==> config.mk <==
export PLATFORM = sky130hd
export DESIGN_NAME = alu_issue_stage
export DESIGN_NICKNAME = d
export VERILOG_FILES = /design/src/rtl/alu_pkg.sv /design/src/rtl/alu_pkt_reg.sv /design/src/rtl/alu_issue_stage.sv
export SDC_FILE = /design/constraint.sdc
export NUM_CORES = 1
export LEC_CHECK = 0
export BUFFER_PORTS_ARGS = -buffer_cell sky130_fd_sc_hd__buf_4
export CAP_MARGIN = 10
export CORE_MARGIN = 2
export CORE_UTILIZATION = 35
export CTS_BUF_LIST = sky130_fd_sc_hd__clkbuf_4
export DETAILED_ROUTE_END_ITERATION = 7
export PLACE_DENSITY = 0.66
export SLEW_MARGIN = 40
export SYNTH_ARGS = -nofsm -noshare
export SYNTH_HDL_FRONTEND = slang
export SYNTH_SLANG_ARGS = --single-unit
==> constraint.sdc <==
create_clock -name clock -period 2.7 [get_ports clock]
set_clock_uncertainty 0.2 [all_clocks]
set_input_delay 0.54 -clock clock [delete_from_list [all_inputs] [get_ports clock]]
set_output_delay 0.54 -clock clock [all_outputs]
set_load 0.02 [all_outputs]
==> src/rtl/alu_pkg.sv <==
// Shared definitions for the ALU issue stage: default widths, buffer state
// encoding and the ALU opcode map.
package alu_pkg;

  localparam int DEF_DATA_W  = 32;
  localparam int DEF_OPC_W   = 5;
  localparam int DEF_SHAMT_W = 5;
  localparam int DEF_TAG_W   = 4;

  typedef enum logic [1:0] {
    ST_EMPTY = 2'd0,
    ST_ONE   = 2'd1,
    ST_FULL  = 2'd2
  } buf_state_e;

  localparam logic [DEF_OPC_W-1:0] OP_ADD = 5'd0;
  localparam logic [DEF_OPC_W-1:0] OP_SUB = 5'd1;
  localparam logic [DEF_OPC_W-1:0] OP_AND = 5'd2;
  localparam logic [DEF_OPC_W-1:0] OP_OR  = 5'd3;
  localparam logic [DEF_OPC_W-1:0] OP_SLL = 5'd4;
  localparam logic [DEF_OPC_W-1:0] OP_SRA = 5'd5;

endpackage

==> src/rtl/alu_pkt_reg.sv <==
// Enable-loaded operand packet register {A, B, opcode, shamt, tag}.
// The asynchronous clear guarantees that no stale packet survives a reset.
module alu_pkt_reg
  import alu_pkg::*;
#(
  parameter int DATA_W  = DEF_DATA_W,
  parameter int OPC_W   = DEF_OPC_W,
  parameter int SHAMT_W = DEF_SHAMT_W,
  parameter int TAG_W   = DEF_TAG_W
) (
  input  logic               i_clk,
  input  logic               i_rst_n,
  input  logic               i_load,
  input  logic [DATA_W-1:0]  i_a,
  input  logic [DATA_W-1:0]  i_b,
  input  logic [OPC_W-1:0]   i_opc,
  input  logic [SHAMT_W-1:0] i_shamt,
  input  logic [TAG_W-1:0]   i_tag,
  output logic [DATA_W-1:0]  o_a,
  output logic [DATA_W-1:0]  o_b,
  output logic [OPC_W-1:0]   o_opc,
  output logic [SHAMT_W-1:0] o_shamt,
  output logic [TAG_W-1:0]   o_tag
);

  logic [DATA_W-1:0]  r_a;
  logic [DATA_W-1:0]  r_b;
  logic [OPC_W-1:0]   r_opc;
  logic [SHAMT_W-1:0] r_shamt;
  logic [TAG_W-1:0]   r_tag;

  always_ff @(posedge i_clk or negedge i_rst_n) begin
    if (!i_rst_n) begin
      r_a     <= '0;
      r_b     <= '0;
      r_opc   <= '0;
      r_shamt <= '0;
      r_tag   <= '0;
    end else if (i_load) begin
      r_a     <= i_a;
      r_b     <= i_b;
      r_opc   <= i_opc;
      r_shamt <= i_shamt;
      r_tag   <= i_tag;
    end
  end

  assign o_a     = r_a;
  assign o_b     = r_b;
  assign o_opc   = r_opc;
  assign o_shamt = r_shamt;
  assign o_tag   = r_tag;

endmodule

==> src/rtl/alu_issue_stage.sv <==
// Two-entry skid buffer in front of the combinational ALU: registered operands,
// registered in_ready, FIFO order and a wrapping sequence tag per accepted packet.
module alu_issue_stage
  import alu_pkg::*;
#(
  parameter int DATA_W  = DEF_DATA_W,
  parameter int OPC_W   = DEF_OPC_W,
  parameter int SHAMT_W = DEF_SHAMT_W,
  parameter int TAG_W   = DEF_TAG_W
) (
  input  logic               clock,
  input  logic               reset_n,
  input  logic               flush,
  input  logic               in_valid,
  output logic               in_ready,
  input  logic [DATA_W-1:0]  data_operandA_in,
  input  logic [DATA_W-1:0]  data_operandB_in,
  input  logic [OPC_W-1:0]   ctrl_ALUopcode_in,
  input  logic [SHAMT_W-1:0] ctrl_shiftamt_in,
  output logic               out_valid,
  input  logic               out_ready,
  output logic [DATA_W-1:0]  data_operandA,
  output logic [DATA_W-1:0]  data_operandB,
  output logic [OPC_W-1:0]   ctrl_ALUopcode,
  output logic [SHAMT_W-1:0] ctrl_shiftamt,
  output logic [TAG_W-1:0]   seq_id
);

  buf_state_e         r_state;
  buf_state_e         w_state_nxt;
  logic               r_in_ready;
  logic [TAG_W-1:0]   r_tag;

  logic               w_accept;
  logic               w_consume;
  logic               w_main_ld;
  logic               w_main_from_skid;
  logic               w_skid_ld;

  logic [DATA_W-1:0]  w_skid_a;
  logic [DATA_W-1:0]  w_skid_b;
  logic [OPC_W-1:0]   w_skid_opc;
  logic [SHAMT_W-1:0] w_skid_shamt;
  logic [TAG_W-1:0]   w_skid_tag;

  logic [DATA_W-1:0]  w_main_a;
  logic [DATA_W-1:0]  w_main_b;
  logic [OPC_W-1:0]   w_main_opc;
  logic [SHAMT_W-1:0] w_main_shamt;
  logic [TAG_W-1:0]   w_main_tag;

  // A packet offered during a flush cycle is dropped, so it neither loads nor consumes a tag.
  assign w_accept  = in_valid & r_in_ready & ~flush;
  assign out_valid = (r_state != ST_EMPTY);
  assign w_consume = out_valid & out_ready;
  assign in_ready  = r_in_ready;

  always_comb begin
    w_state_nxt      = r_state;
    w_main_ld        = 1'b0;
    w_main_from_skid = 1'b0;
    w_skid_ld        = 1'b0;
    if (flush) begin
      w_state_nxt = ST_EMPTY;
    end else begin
      case (r_state)
        ST_EMPTY: begin
          if (w_accept) begin
            w_state_nxt = ST_ONE;
            w_main_ld   = 1'b1;
          end
        end
        ST_ONE: begin
          if (w_accept && w_consume) begin
            w_main_ld = 1'b1;
          end else if (w_accept) begin
            w_state_nxt = ST_FULL;
            w_skid_ld   = 1'b1;
          end else if (w_consume) begin
            w_state_nxt = ST_EMPTY;
          end
        end
        ST_FULL: begin
          if (w_consume) begin
            w_state_nxt      = ST_ONE;
            w_main_ld        = 1'b1;
            w_main_from_skid = 1'b1;
          end
        end
        default: w_state_nxt = ST_EMPTY;
      endcase
    end
  end

  // in_ready looks one state ahead so it never depends combinationally on out_ready.
  always_ff @(posedge clock or negedge reset_n) begin
    if (!reset_n) begin
      r_state    <= ST_EMPTY;
      r_in_ready <= 1'b0;
      r_tag      <= '0;
    end else begin
      r_state    <= w_state_nxt;
      r_in_ready <= (w_state_nxt != ST_FULL);
      if (w_accept) begin
        r_tag <= r_tag + 1'b1;
      end
    end
  end

  assign w_main_a     = w_main_from_skid ? w_skid_a     : data_operandA_in;
  assign w_main_b     = w_main_from_skid ? w_skid_b     : data_operandB_in;
  assign w_main_opc   = w_main_from_skid ? w_skid_opc   : ctrl_ALUopcode_in;
  assign w_main_shamt = w_main_from_skid ? w_skid_shamt : ctrl_shiftamt_in;
  assign w_main_tag   = w_main_from_skid ? w_skid_tag   : r_tag;

  alu_pkt_reg #(
    .DATA_W (DATA_W),
    .OPC_W  (OPC_W),
    .SHAMT_W(SHAMT_W),
    .TAG_W  (TAG_W)
  ) u_main (
    .i_clk  (clock),
    .i_rst_n(reset_n),
    .i_load (w_main_ld),
    .i_a    (w_main_a),
    .i_b    (w_main_b),
    .i_opc  (w_main_opc),
    .i_shamt(w_main_shamt),
    .i_tag  (w_main_tag),
    .o_a    (data_operandA),
    .o_b    (data_operandB),
    .o_opc  (ctrl_ALUopcode),
    .o_shamt(ctrl_shiftamt),
    .o_tag  (seq_id)
  );

  alu_pkt_reg #(
    .DATA_W (DATA_W),
    .OPC_W  (OPC_W),
    .SHAMT_W(SHAMT_W),
    .TAG_W  (TAG_W)
  ) u_skid (
    .i_clk  (clock),
    .i_rst_n(reset_n),
    .i_load (w_skid_ld),
    .i_a    (data_operandA_in),
    .i_b    (data_operandB_in),
    .i_opc  (ctrl_ALUopcode_in),
    .i_shamt(ctrl_shiftamt_in),
    .i_tag  (r_tag),
    .o_a    (w_skid_a),
    .o_b    (w_skid_b),
    .o_opc  (w_skid_opc),
    .o_shamt(w_skid_shamt),
    .o_tag  (w_skid_tag)
  );

endmodule
# ---- After elaboration in Yosys (flattened, before gate mapping)
# Index checks and enable logic that the tools add are counted.
dict set report totals {
  elab_cells 46
  out_inout_bits 80
  in_bits 79
  register_bits 163
}
dict set report op_classes {
  add_sub_neg 1
  muxes 22
  reduce_logical 3
  eq_ne 3
  n_bitwise 4
}
# cell count
set op_table {}
lappend op_table {{32-bit two-way mux} 2}
lappend op_table {{2-bit two-way mux} 6}
lappend op_table {{5-bit two-way mux} 2}
lappend op_table {{1-bit two-way mux} 9}
lappend op_table {{2-bit one-hot mux with 3 select lines} 1}
lappend op_table {{4-bit by 1-bit adder with 4-bit output (second input constant)} 1}
lappend op_table {{4-bit two-way mux} 1}
lappend op_table {{1-bit bitwise AND} 3}
lappend op_table {{1-bit one-hot mux with 3 select lines} 1}
lappend op_table {{2-bit by 1-bit equality test with 1-bit output (second input constant)} 1}
lappend op_table {{2-bit equality test (second input constant)} 1}
lappend op_table {{2-bit zero test} 1}
lappend op_table {{2-bit inequality test (second input constant)} 1}
lappend op_table {{2-bit nonzero test} 1}
lappend op_table {{1-bit logical AND} 1}
lappend op_table {{1-bit NOT} 1}

# ---- Depth between registers and ports, before layout
# Gate-level depths: netlist of run 1.
dict set report logic_depth {
  ltp_word 8
  depth_mapped 8
  depth_no_buf 4
}

# ---- Cells and area by module
# Synthesis of run 1 repeated with hierarchy kept, for this count alone.
dict set report unflattened {
  cells_unflattened 448
  area_unflattened_um2 7270.7
}
# mod area_each_um2 instances seq_area_each_um2 cells_each
set modules_own_cells {}
lappend modules_own_cells {alu_pkt_reg 2975.4 2 1951.9 165}
lappend modules_own_cells {alu_issue_stage 1320.0 1 175.2 118}

# ---- Worst setup path after synthesis of run 1
# No wires, ideal clock.
dict set report synth_timing {
  kind {input-to-reg}
  startpoint {input port in_valid}
  endpoint {register u_skid.r_b[11] (netlist: u_skid.o_b[11])}
  arrival_time_ns 1.483
  setup_ns 0.128
  cell_stages 6
  t_required_ns 2.372
  path_slack_ns 0.889
  n_path_buf 2
  path_cell_list {nand2_1 > nor2_1 > nand3_1 > buf_2 > buf_4 > mux2_1}
}
dict set report synth_via {
  elab_chain_len 6
  elab_cells_between_ends 7
  classes_between {mux: 4; bitwise: 2; reduce/logical: 1}
}
# item line
set synth_rtl {}
lappend synth_rtl {{from (decl)} alu_issue_stage.sv:14} ;# input logic in_valid,
lappend synth_rtl {{1-bit bitwise AND (*) (2 in series)} alu_issue_stage.sv:53} ;# assign w_accept = in_valid & r_in_ready & ~flush;
lappend synth_rtl {{1-bit two-way mux or 1-bit logical AND (tied branches)} {alu_issue_stage.sv:76, alu_issue_stage.sv:74}}
lappend synth_rtl {{1-bit two-way mux (*)} alu_issue_stage.sv:74} ;# if (w_accept && w_consume) begin
lappend synth_rtl {{1-bit two-way mux (*)} alu_issue_stage.sv:66} ;# case (r_state)
lappend synth_rtl {{1-bit two-way mux (*)} alu_issue_stage.sv:63} ;# if (flush) begin
lappend synth_rtl {{to (signal assigned)} alu_pkt_reg.sv:41} ;# r_b <= i_b;
lappend synth_rtl {{to (decl)} alu_pkt_reg.sv:27} ;# logic [DATA_W-1:0] r_b;
# Mark *: on every way between the ends. The rest lies on a longest branch, timed or not.
# A chain may end at the register's enable or synchronous reset.

# ---- Worst setup path in the final report of run 1
dict set report layout_timing {
  startpoint {register r_state[1]}
  endpoint {output port out_valid}
}
dict set report layout_via {
  elab_chain_len 1
}
# item line
set layout_rtl {}
lappend layout_rtl {{from (decl)} alu_issue_stage.sv:29} ;# buf_state_e r_state;
lappend layout_rtl {{from (signal assigned)} alu_issue_stage.sv:102} ;# r_state <= w_state_nxt;
lappend layout_rtl {{2-bit nonzero test} alu_issue_stage.sv:54} ;# assign out_valid = (r_state != ST_EMPTY);
lappend layout_rtl {{to (decl)} alu_issue_stage.sv:20} ;# output logic out_valid,
# No other way between the ends.

==> results of run 1 <==
kinds of logic after synthesis:
family	after synthesis	share of synthesized area
flops	163	0.5943
mux	159	0.2463
simple gates	94	0.05907
compound gates	81	0.06035
buf+inv	37	0.03427
xor+xnor	3	0.003829
fa+ha+maj	1	0.001823
flip-flops by register name, indices dropped and copies added, names as in the netlist:
signal and cells:
in_ready 1, r_state 2, r_tag 4, u_main.o_a 32, u_main.o_b 32, u_main.o_opc 5
u_main.o_shamt 5, u_main.o_tag 4, u_skid.o_a 32, u_skid.o_b 32, u_skid.o_opc 5, u_skid.o_shamt 5
u_skid.o_tag 4
routing by layer:
| metal | up-vias | track usage | wire length [µm] |
|---|---|---|---|
| li1 | 2328 | - | - |
| met1 | 2434 | 0.1975 | 7191 |
| met2 | 108 | 0.2561 | 7418 |
| met3 | 8 | 0.04139 | 771 |
| met4 | 0 | 0.04954 | 125 |
| met5 | - | 0 | 0 |
power by group through the flow:
stage	registers [mW]	clock network, mW	logic [mW]
final	3.37	1.64	1.62
after floorplan	3.61	0	0.623
after global routing	3.45	1.83	1.77
after detailed placement	3.42	0	1.56
after CTS	3.37	1.71	1.65
after global placement	3.38	0	1.49
cell usage in the layout (no fill, tap or decap), types with 4 or more instances in the layout:
master / count
sky130_fd_sc_hd__a21oi_1: 78
sky130_fd_sc_hd__buf_12: 6
sky130_fd_sc_hd__buf_4: 159
sky130_fd_sc_hd__bufinv_16: 4
sky130_fd_sc_hd__clkbuf_4: 20
sky130_fd_sc_hd__dfrtp_1: 163
sky130_fd_sc_hd__dlygate4sd3_1: 76
sky130_fd_sc_hd__mux2_1: 28
sky130_fd_sc_hd__mux2_2: 51
sky130_fd_sc_hd__mux2i_1: 80
sky130_fd_sc_hd__nor2_1: 81
worst paths after layout:
check | end | from | slack [ns] | depth (start not counted)
min in group asynchronous | u_main.o_b[12] | reset_n | 0.32 | 2
worst min-delay path | in_ready | out_ready | 0.10 | 2
worst max-delay path | out_valid | r_state[1] | 0.43 | 2
worst min register to register | u_skid.o_b[27] | u_skid.o_b[27] | 0.31 | 1
worst max register to register | u_main.o_b[0] | r_state[0] | 0.63 | 5
max in group asynchronous | u_skid.o_a[6] | reset_n | 1.25 | 3
cell type report:
class | count | area share
inverters | 1 | 0.0003988
clock buffers | 20 | 0.01595
flip-flops and latches | 163 | 0.4334
repair buffers | 242 | 0.2216
multi-input cells | 338 | 0.2744
well taps | 265 | 0.03523
diodes | 1 | 0.0002659
clock inverters | 12 | 0.01874
worst max-delay path, stage by stage (launching register included):
cell and delay (ns):
sky130_fd_sc_hd__dfrtp_1 0.52, sky130_fd_sc_hd__or2_2 0.32, sky130_fd_sc_hd__buf_4 0.17
==> summary by stage, run 1 <==
STA
The final critical-path required period is 2.272 ns. Across all hold checks on the routed design, the worst slack comes to 0.1042 ns. Setup repair after global routing left no endpoint under its margin. At the pin with the least slew margin, the transition time is 0.5271 ns. The setup TNS is 0 ns. The worst-case setup margin in the final layout is 0.4278 ns. The number of pins with negative max-slew slack in the final report came to 0. The worst max-slew margin expressed relative to the limit is 0.6486. Timing would allow up to 0.4401 GHz. The number of hold-slack violations in the final timing report is 0. The final worst-path cycle share is 0.8415. The number of setup violations in the final report is 0.

Synthesis
During synthesis, Yosys emitted a total of 0 warnings. Among all cell types in the netlist, the one instantiated most often is sky130_fd_sc_hd__dfrtp_1. Synthesis inferred 163 register bits.

The post-synthesis cell count is 538. After synthesis, the most frequently instantiated cells are 163 x sky130_fd_sc_hd__dfrtp_1, 81 x sky130_fd_sc_hd__nor2_1, 80 x sky130_fd_sc_hd__mux2i_1, 78 x sky130_fd_sc_hd__a21oi_1, 51 x sky130_fd_sc_hd__mux2_2. Yosys mapped the design onto 28 distinct sky130hd cell types. Counting flops with an async set or reset pin after synthesis yields a share of 1.000. Sorting the synthesized cells by area gives the leading types as sky130_fd_sc_hd__dfrtp_1 59%, sky130_fd_sc_hd__mux2i_1 12%, sky130_fd_sc_hd__mux2_2 8.4%. The mapped netlist covers 6863 µm². The average instance in the mapped netlist occupies 12.76 µm².

The leading area contributor after synthesis is sky130_fd_sc_hd__dfrtp_1. For this run, the register share of the synthesized area comes to 0.5943. The count of flip-flops with a built-in enable after synthesis is 0. The number of nets in the synthesized netlist is 618. In the synthesized netlist the dominant register cell turns out to be sky130_fd_sc_hd__dfrtp_1. The proportion of netlist area held by the largest area contributor is 0.5943.

CTS
The TritonCTS clock tree is done. The TritonCTS sink count is 163. The H-tree level count is 4.

Post-CTS timing repair inserted 0 buffers for setup. The tree is rooted in a sky130_fd_sc_hd__clkbuf_4. Counting the buffers created by CTS gives 17.

The clock-pin slew of the registers on the worst-case setup and hold paths is 0.13 ns. The later pin in the worst-skew pair is clocked with a latency of 0.53 ns. In this run, post-CTS repair resized a total of 0 instances. After clock tree synthesis, the flow added hold-fix buffers numbering 76. The maximum count of clock buffers along a single path is 2.

Power
The switching share of power is 0.3010. The total design power is 6.633 mW. Of the total power, the clock network draws 0.248.

The analysis attributes to cell leakage a power of 4.086 nW. Summed over all nets, the switching power comes to 1.997 mW. The internal power is 4.637 mW. The sequential cell fraction of total power is 0.508.

The worst vdd rail ir drop is 0.3478 mV. Of the total power, combinational logic draws 0.245. The total power divided by cell area is 704.8 nW/µm².

Cells and area
The final core utilization is 0.4868. The fraction of layout cells with a size suffix above 1 is 0.3247. Excluding fillers, the count of instances in the completed layout stands at 1,042. The final layout net count is 843. The final standard cell area without fillers is 9412 µm². The area taken by multi-input logic gates is 2582 µm². The layout overhead on the synthesized area is 37.14%. The sequential cell area in the final layout is 4079 µm². The filler cells instantiated in the layout total 1,702.

Route
The number of DRC violations after detailed routing is 0. The number of DRC violations after detailed-routing iteration 0 is 131. Dividing the detail-routed wire length by the instance count gives 14.88 µm. The detailed-route wire length is 15,510 µm. Before antenna repair, the detailed router went through 4 iterations. The mean number of vias per cell is 4.681. Once detail routing completed, the nets flagged for antenna violations numbered 0. Summing over every cut layer, the via total after detailed routing is 4,878.

Placement
The count of input and output buffers is 158. Routability-driven placement finished with a final weighted congestion of 0.7783. Once detailed placement completed, the half-perimeter wirelength came to 10,060 µm. The post-place instance area is 8322 µm². After detailed placement, the design holds a cell count of 933. The setup slack after placement is 0.6142 ns.

Min path
The path class of the lowest-slack min-delay path is input port to flop.

Critical path
The startpoint type of the worst setup path is a flop. The worst path required time is 1.96 ns. The critical path in this run is classified as flop to output pin.

The data arrival at the endpoint of the critical path is 1.53 ns. The maximum net fanout on the critical path is 9. STA classifies the critical path endpoint as an output pin.

Global routing
In the global route stage, overall resource usage came out at 0.1544. The via count of the first global-routing pass is 5,125. The pin count of the biggest net entering global routing is 93. The global-route wire length before repair is 25,040 µm. The initial antenna violation count is 1.

The global route total overflow is 0.

Floorplanning
The number of top-level pins is 159. The width of the die is 144.0 µm. The total die area is 20,740 µm². The area of the placeable core is 19,330 µm². The y dimension of the die is 144.0 µm.

The initialized floorplan defines 51 standard-cell rows. The initial utilization of the core area, before any placement, comes to 0.3549.

Status
The flow ran to the end, and the final reports show no timing, DRC or antenna violations.

Flow run
The max-cap check violation count is 0.
(Power assumes the default switching activity.)
==> run 2, diff against run 1 <==
Clock period 2.7 ns to 2.1 ns, I/O delays scaled along.
==> run 2 against run 1 <==
  * Flip-flop and latch count unchanged
  * Setup slack worse by 0.32 ns
  * Utilization up 1.1 points
  * First-iteration DRC count up 57%
  * Cell count up 1.8%
  * Via count up 1.6%
  * Wire length up 3.9%
  * Power up 25%
  * Combinational power up 33%
  * Die area unchanged
  * Critical endpoint is now u_main.o_b[5]
==> summary by stage, run 2 (synthesized netlist as in run 1, its figures left out) <==
Power
The worst vdd rail ir drop came to 0.3578 mV (was 0.3478 mV). The total power divided by cell area is 860.7 nW/µm² (was 704.8 nW/µm²). The sequential cell fraction of total power was 0.522 (was 0.508).

The switching component of the power is 2.656 mW (was 1.997 mW). The fraction of power consumed by combinational cells was 0.261 (was 0.245). The switching share of power is 0.3203 (was 0.3010). The static power due to leakage is 4.171 nW (was 4.086 nW). The clock power share is 0.218 (was 0.248). The internal power is 5.634 mW (was 4.637 mW). The total design power is 8.290 mW (was 6.633 mW).

Cells and area
The layout overhead on the synthesized area came to 40.35% (was 37.14%). The commonest non-fill, non-tap cell in the layout was sky130_fd_sc_hd__buf_4 (was sky130_fd_sc_hd__dfrtp_1). Commonest non-fill, non-tap cells in the layout: 167 x sky130_fd_sc_hd__buf_4, 161 x sky130_fd_sc_hd__dfrtp_1, 81 x sky130_fd_sc_hd__nor2_1 (was 163 x sky130_fd_sc_hd__dfrtp_1, 159 x sky130_fd_sc_hd__buf_4, 81 x sky130_fd_sc_hd__nor2_1). The fraction of layout cells with a size suffix above 1 came to 0.3426 (was 0.3247). The final standard cell count with taps included and fillers excluded is 1,061 (was 1,042). The final layout net count is 861 (was 843). The final core utilization came to 0.4982 (was 0.4868). The area taken by multi-input logic gates was 2585 µm² (was 2582 µm²).

The final standard cell area without fillers came to 9632 µm² (was 9412 µm²). The layout filler cell count is 1,659 (was 1,702). The sequential cell area in the final layout was 4081 µm² (was 4079 µm²).

STA
RSZ-0062 raised after global routing: false (unchanged). The setup TNS came to 0 ns (unchanged). The worst max-slew margin expressed relative to the limit came to 0.6677 (was 0.6486). The pin slew with the least headroom to its limit was 0.4984 ns (was 0.5271 ns). The worst hold slack is 0.1814 ns (was 0.1042 ns).

The number of setup violations in the final report is 0 (unchanged). The number of hold-slack violations in the final timing report came to 0 (unchanged). The achievable clock frequency is 0.5015 GHz.

The worst-case setup margin in the final layout is 0.1060 ns (was 0.4278 ns). The final worst-path cycle share is 0.9495. The number of pins with negative max-slew slack in the final report came to 0 (unchanged). Counting I/O delays and the setup requirement, the final critical path takes 1.994 ns.

Floorplanning
The effective utilization at floorplan came to 0.3549 (unchanged). The area of the placeable core is 19,330 µm² (unchanged). The site row count was 51 (unchanged). The y dimension of the die is 144.0 µm (unchanged). The width of the die is 144.0 µm (unchanged). The number of top-level pins came to 159 (unchanged). The total die area is 20,740 µm² (unchanged).

CTS
The TritonCTS sink count is 163 (unchanged). The H-tree level count is 4 (unchanged). The TritonCTS clock tree was done (unchanged). The clock-pin slew of the registers on the worst-case setup and hold paths is 0.15 ns (was 0.13 ns). The clock insertion delay at the later pin of the skew report is 0.55 ns (was 0.53 ns). The maximum count of clock buffers along a single path is 2 (unchanged). The CTS buffer count is 17 (unchanged). The clock tree root driver cell was sky130_fd_sc_hd__clkbuf_4 (unchanged).

Critical path
The startpoint of the worst register-to-register path is r_state[0] (unchanged). The critical path startpoint is r_state[0] (was r_state[1]). The worst reg-to-reg setup slack was 0.11 ns (was 0.63 ns).

The depth of the worst register-to-register path came to 7 (was 5). The capture instance of the worst register-to-register path is u_main.o_b[5] (was u_main.o_b[0]). The startpoint type of the worst setup path is a flop (unchanged). The maximum net fanout on the critical path is 21 (was 9). The capturing element of the worst setup path is u_main.o_b[5] (was out_valid). The data arrival at the endpoint of the critical path is 2.22 ns (was 1.53 ns). The worst path required time is 2.33 ns (was 1.96 ns). The critical path endpoint category is a flop (was output pin).

The critical path start-end classification was flop to flop (was flop to output pin).

Route
The first-pass detailed-route iteration total is 4 (unchanged). The number of DRC violations after detailed routing was 0 (unchanged). The detailed-route wire length is 16,110 µm (was 15,510 µm). The total vias in the final route came to 4,955 (was 4,878). The residual antenna-violating net count after detailed routing came to 0 (unchanged).

The routed wire length per instance is 15.18 µm (was 14.88 µm). The mean number of vias per cell is 4.670 (was 4.681). The number of DRC violations after detailed-routing iteration 0 came to 206 (was 131).

Flow run
The max-cap check violation count is 0 (unchanged).

Global routing
The total track usage is 0.1545 (was 0.1544). The pin count of the biggest net entering global routing is 50 (was 93). The via count of the first global-routing pass is 5,167 (was 5,125). The global route total overflow was 0 (unchanged). The global-route wire length before repair is 25,020 µm (was 25,040 µm). The initial antenna violation count came to 2 (was 1).

Placement
The setup slack after placement is 0.05472 ns (was 0.6142 ns). The count of input and output buffers is 158 (unchanged). The detailed placement HPWL is 10,190 µm (was 10,060 µm).

The global placer's final weighted congestion is 0.7237 (was 0.7783). The post-place instance area is 8444 µm² (was 8322 µm²). The number of cells in the design after placement is 941 (was 933).

Min path
The path class of the lowest-slack min-delay path is input port to asynchronous set/reset pin (was input port to flop).

Status
Result of the run: finished, final reports clean (unchanged).
==> run 2: critical path: stages (launching register included) <==
cell                       delay (ns)
sky130_fd_sc_hd__dfrtp_2         0.43
sky130_fd_sc_hd__buf_4           0.15
sky130_fd_sc_hd__nand2b_4        0.15
sky130_fd_sc_hd__nor3b_4         0.20
sky130_fd_sc_hd__buf_12          0.15
sky130_fd_sc_hd__buf_6           0.28
sky130_fd_sc_hd__mux2i_1         0.22
sky130_fd_sc_hd__a21oi_1         0.09
==> run 2: layout make-up <==
cell class / count / area share
Inverter: 1 / 0.0003897
Multi-Input combinational cell: 338 / 0.2684
Antenna cell: 2 / 0.0005196
Timing Repair Buffer: 260 / 0.2433
Tap cell: 265 / 0.03442
Clock buffer: 17 / 0.01325
Clock inverter: 15 / 0.01598
Sequential cell: 163 / 0.4237
==> run 2: how the worst min path moves through the flow <==
stage,from,endpoint,slack (ns),cells after the start
floorplan,reset_n,in_ready,-0.08,0
global placement,reset_n,u_main.o_b[8],0.20,1
detailed placement,reset_n,u_main.o_b[8],0.21,1
CTS,reset_n,u_main.o_b[8],0.13,2
global route,reset_n,u_skid.o_b[12],0.16,2
finish,reset_n,u_main.o_b[8],0.18,2
==> run 2: power groups by stage <==
stage	Clock (mW)	Sequential [mW]	Combinational, mW
4_1_cts	1.91	4.33	2.16
6_report	1.81	4.32	2.16
2_1_floorplan	0	4.64	0.801
5_1_grt	2.04	4.43	2.36
3_3_place_gp	0	4.34	1.95
3_5_place_dp	0	4.39	2.03
==> run 2: metal layers <==
layer	GRT usage	share of wire
met5	0	0
met4	0.05366	0.015
met3	0.03742	0.045
met2	0.2591	0.48
met1	0.1958	0.46
==> run 2: timing repair <==
item	in CTS	in global routing
gates resized for setup	4	3
pin swaps	0	2
setup endpoints to repair	1	54
setup buffers	3	4
hold buffers	77	0
gates cloned	0	2
hold endpoints to repair	294	0
==> run 3, diff against run 2 <==
Settings changed: CORE_UTILIZATION 35 to 45, CTS_BUF_LIST sky130_fd_sc_hd__clkbuf_4 to not set, PLACE_DENSITY 0.66 to 0.79.
==> run 3 against run 2 <==
  * Utilization grew 9.3 points
  * Hold slack lost 0.15 ns
  * Global-route usage grew 3.0 points
  * Clock-buffer cell count grew 4
  * Register-to-register slack is essentially flat
==> summary by stage, run 3 (synthesized netlist as in run 1, its figures left out) <==
Cells and area
The final standard cell area without fillers is 8886 µm² (was 9632 µm²). The final layout net count is 775 (was 861). The final standard cell count with taps included and fillers excluded is 895 (was 1,061). The layout overhead on the synthesized area was 29.48% (was 40.35%). The final antenna diode count came to 0 (was 2). The fraction of layout cells with a size suffix above 1 is 0.3635 (was 0.3426). The layout filler cell count is 1,192 (was 1,659).

Commonest non-fill, non-tap cells in the layout: 163 x sky130_fd_sc_hd__dfrtp_1, 163 x sky130_fd_sc_hd__buf_4, 81 x sky130_fd_sc_hd__nor2_1 (was 167 x sky130_fd_sc_hd__buf_4, 161 x sky130_fd_sc_hd__dfrtp_1, 81 x sky130_fd_sc_hd__nor2_1). The final core utilization was 0.5911 (was 0.4982).

Route
The total vias in the final route is 4,652 (was 4,955). The number of DRC violations after detailed routing is 0 (unchanged). The routed wire length per instance was 16.00 µm (was 15.18 µm).

The detailed-route wire length is 14,320 µm (was 16,110 µm). The first-pass detailed-route iteration total came to 5 (was 4). The mean number of vias per cell was 5.198 (was 4.670). The residual antenna-violating net count after detailed routing came to 0 (unchanged). The number of DRC violations after detailed-routing iteration 0 is 223 (was 206).

STA
The worst-case setup margin in the final layout was 0.07034 ns (was 0.1060 ns). The final worst-path cycle share is 0.9665 (was 0.9495). The number of hold-slack violations in the final timing report is 0 (unchanged). The number of setup violations in the final report is 0 (unchanged). The worst hold slack is 0.02699 ns (was 0.1814 ns).

The number of pins with negative max-slew slack in the final report is 0 (unchanged). The pin slew with the least headroom to its limit is 0.5040 ns (was 0.4984 ns). RSZ-0062 raised after global routing: false (unchanged). The worst max-slew margin expressed relative to the limit came to 0.6640 (was 0.6677). The setup TNS came to 0 ns (unchanged). The final critical-path required period is 2.030 ns (was 1.994 ns). The achievable clock frequency is 0.4927 GHz (was 0.5015 GHz).

Power
The static power due to leakage was 3.908 nW (was 4.171 nW). The total power divided by cell area is 1044 nW/µm² (was 860.7 nW/µm²). The internal power is 6.667 mW (was 5.634 mW). The fraction of power consumed by combinational cells is 0.213 (was 0.261). The total design power came to 9.275 mW (was 8.290 mW). The clock power share is 0.317 (was 0.218). The switching component of the power was 2.608 mW (was 2.656 mW). The switching share of power is 0.2812 (was 0.3203). The sequential cell fraction of total power is 0.470 (was 0.522). The worst vdd rail ir drop came to 0.5516 mV (was 0.3578 mV).

Floorplanning
The width of the die is 127.5 µm (was 144.0 µm). The total die area came to 16,260 µm² (was 20,740 µm²). The y dimension of the die is 127.5 µm (was 144.0 µm). The area of the placeable core is 15,030 µm² (was 19,330 µm²).

The effective utilization at floorplan is 0.4565 (was 0.3549). The number of top-level pins is 159 (unchanged). The site row count came to 45 (was 51).

CTS
The H-tree level count is 4 (unchanged). The post-CTS setup buffer count is 0 (was 3). The clock-pin slew of the registers on the worst-case setup and hold paths is 0.06 ns (was 0.15 ns). The TritonCTS sink count was 163 (unchanged). The CTS buffer count was 17 (unchanged). The maximum count of clock buffers along a single path came to 2 (unchanged). The clock insertion delay at the later pin of the skew report is 0.42 ns (was 0.55 ns). The quantity of gates resized following cts is 0 (was 4). The clock tree root driver cell was sky130_fd_sc_hd__clkbuf_16 (was sky130_fd_sc_hd__clkbuf_4).

The TritonCTS clock tree is done (unchanged).

Status
Result of the run: finished, final reports clean (unchanged).

Critical path
Cells along the critical path: or2_2, buf_4 (was buf_4, nand2b_4, nor3b_4, buf_12, buf_6, mux2i_1, a21oi_1). The worst reg-to-reg setup slack is 0.10 ns (was 0.11 ns). The data arrival at the endpoint of the critical path is 1.41 ns (was 2.22 ns). The slowest library cell on the worst path was sky130_fd_sc_hd__dfrtp_1 (was sky130_fd_sc_hd__dfrtp_2). The critical path endpoint category is an output pin (was flop). The number of buffers and inverters on the critical path is 1 (was 3). The family with the most delay on the worst path is flip-flops (was buffers and inverters). The critical path start-end classification is flop to output pin (was flop to flop). The longest individual stage delay on the worst path is 0.49 ns (was 0.43 ns). The maximum net fanout on the critical path came to 9 (was 21).

The worst path required time was 1.48 ns (was 2.33 ns). The startpoint type of the worst setup path is a flop (unchanged).

Placement
The count of input and output buffers was 158 (unchanged). The setup slack after placement is 0.1193 ns (was 0.05472 ns). The detailed placement HPWL came to 9885 µm (was 10,190 µm). The post-place instance area is 8315 µm² (was 8444 µm²). The number of cells in the design after placement is 863 (was 941). The global placer's final weighted congestion is 0.7921 (was 0.7237).

Global routing
The via count of the first global-routing pass is 4,798 (was 5,167). The pin count of the biggest net entering global routing came to 63 (was 50). The global-route wire length before repair came to 23,650 µm (was 25,020 µm). The global route total overflow came to 0 (unchanged). The initial antenna violation count is 0 (was 2). The total track usage is 0.1843 (was 0.1545).

Min path
The path class of the lowest-slack min-delay path is input port to flop (was input port to asynchronous set/reset pin).

Flow run
The max-cap check violation count is 0 (unchanged).
[run 3: cell types whose count changed in the layout (fill, tap and decap cells not counted), moves of 3 or more]
cell	delta
sky130_fd_sc_hd__buf_4	-4
sky130_fd_sc_hd__clkbuf_1	+3
sky130_fd_sc_hd__clkbuf_16	+15
sky130_fd_sc_hd__clkbuf_4	-17
sky130_fd_sc_hd__clkinv_2	+4
sky130_fd_sc_hd__clkinv_4	-4
sky130_fd_sc_hd__dlygate4sd3_1	-76
[run 3: layer usage]
metal / up-vias / track usage / share of wire
li1: 2195 / - / -
met1: 2300 / 0.2373 / 0.43
met2: 132 / 0.2951 / 0.49
met3: 25 / 0.06449 / 0.067
met4: 0 / 0.05688 / 0.013
met5: - / 0 / 0
[run 3: what timing repair did]
action / in CTS / in global routing
hold endpoints to repair: 45 / 0
endpoints found under the setup margin: 0 / 3
hold buffers: 1 / 0
[run 3: power by group through the flow]
stage | registers (mW) | clock network, mW | logic, mW
floorplan | 4.64 | 0 | 0.801
global placement | 4.35 | 0 | 1.93
detailed placement | 4.41 | 0 | 2.00
CTS | 4.36 | 3.03 | 2.01
global route | 4.45 | 3.16 | 2.15
finish | 4.36 | 2.94 | 1.98
[run 3: path summary, 6_finish.rpt]
path                                startpoint  depth (start not counted)                 to
max                                 r_state[1]                          2          out_valid
min                        ctrl_shiftamt_in[0]                          2  u_skid.o_shamt[0]
max reg2reg                         r_state[0]                          5     u_main.o_b[25]
min reg2reg                     u_skid.o_b[17]                          1     u_skid.o_b[17]
max in group asynchronous              reset_n                          3      u_skid.o_a[8]
min in group asynchronous              reset_n                          2      u_main.o_b[9]
[run 3: layout make-up]
class                           count  area (µm²)  share of cell area
Clock inverter                     10       110.1             0.01239
Sequential cell                   163        4079              0.4590
Inverter                            1       3.754           0.0004224
Clock buffer                       21       450.4             0.05069
Multi-Input combinational cell    338        2582              0.2906
Tap cell                          188       235.2             0.02647
Timing Repair Buffer              174        1425              0.1604
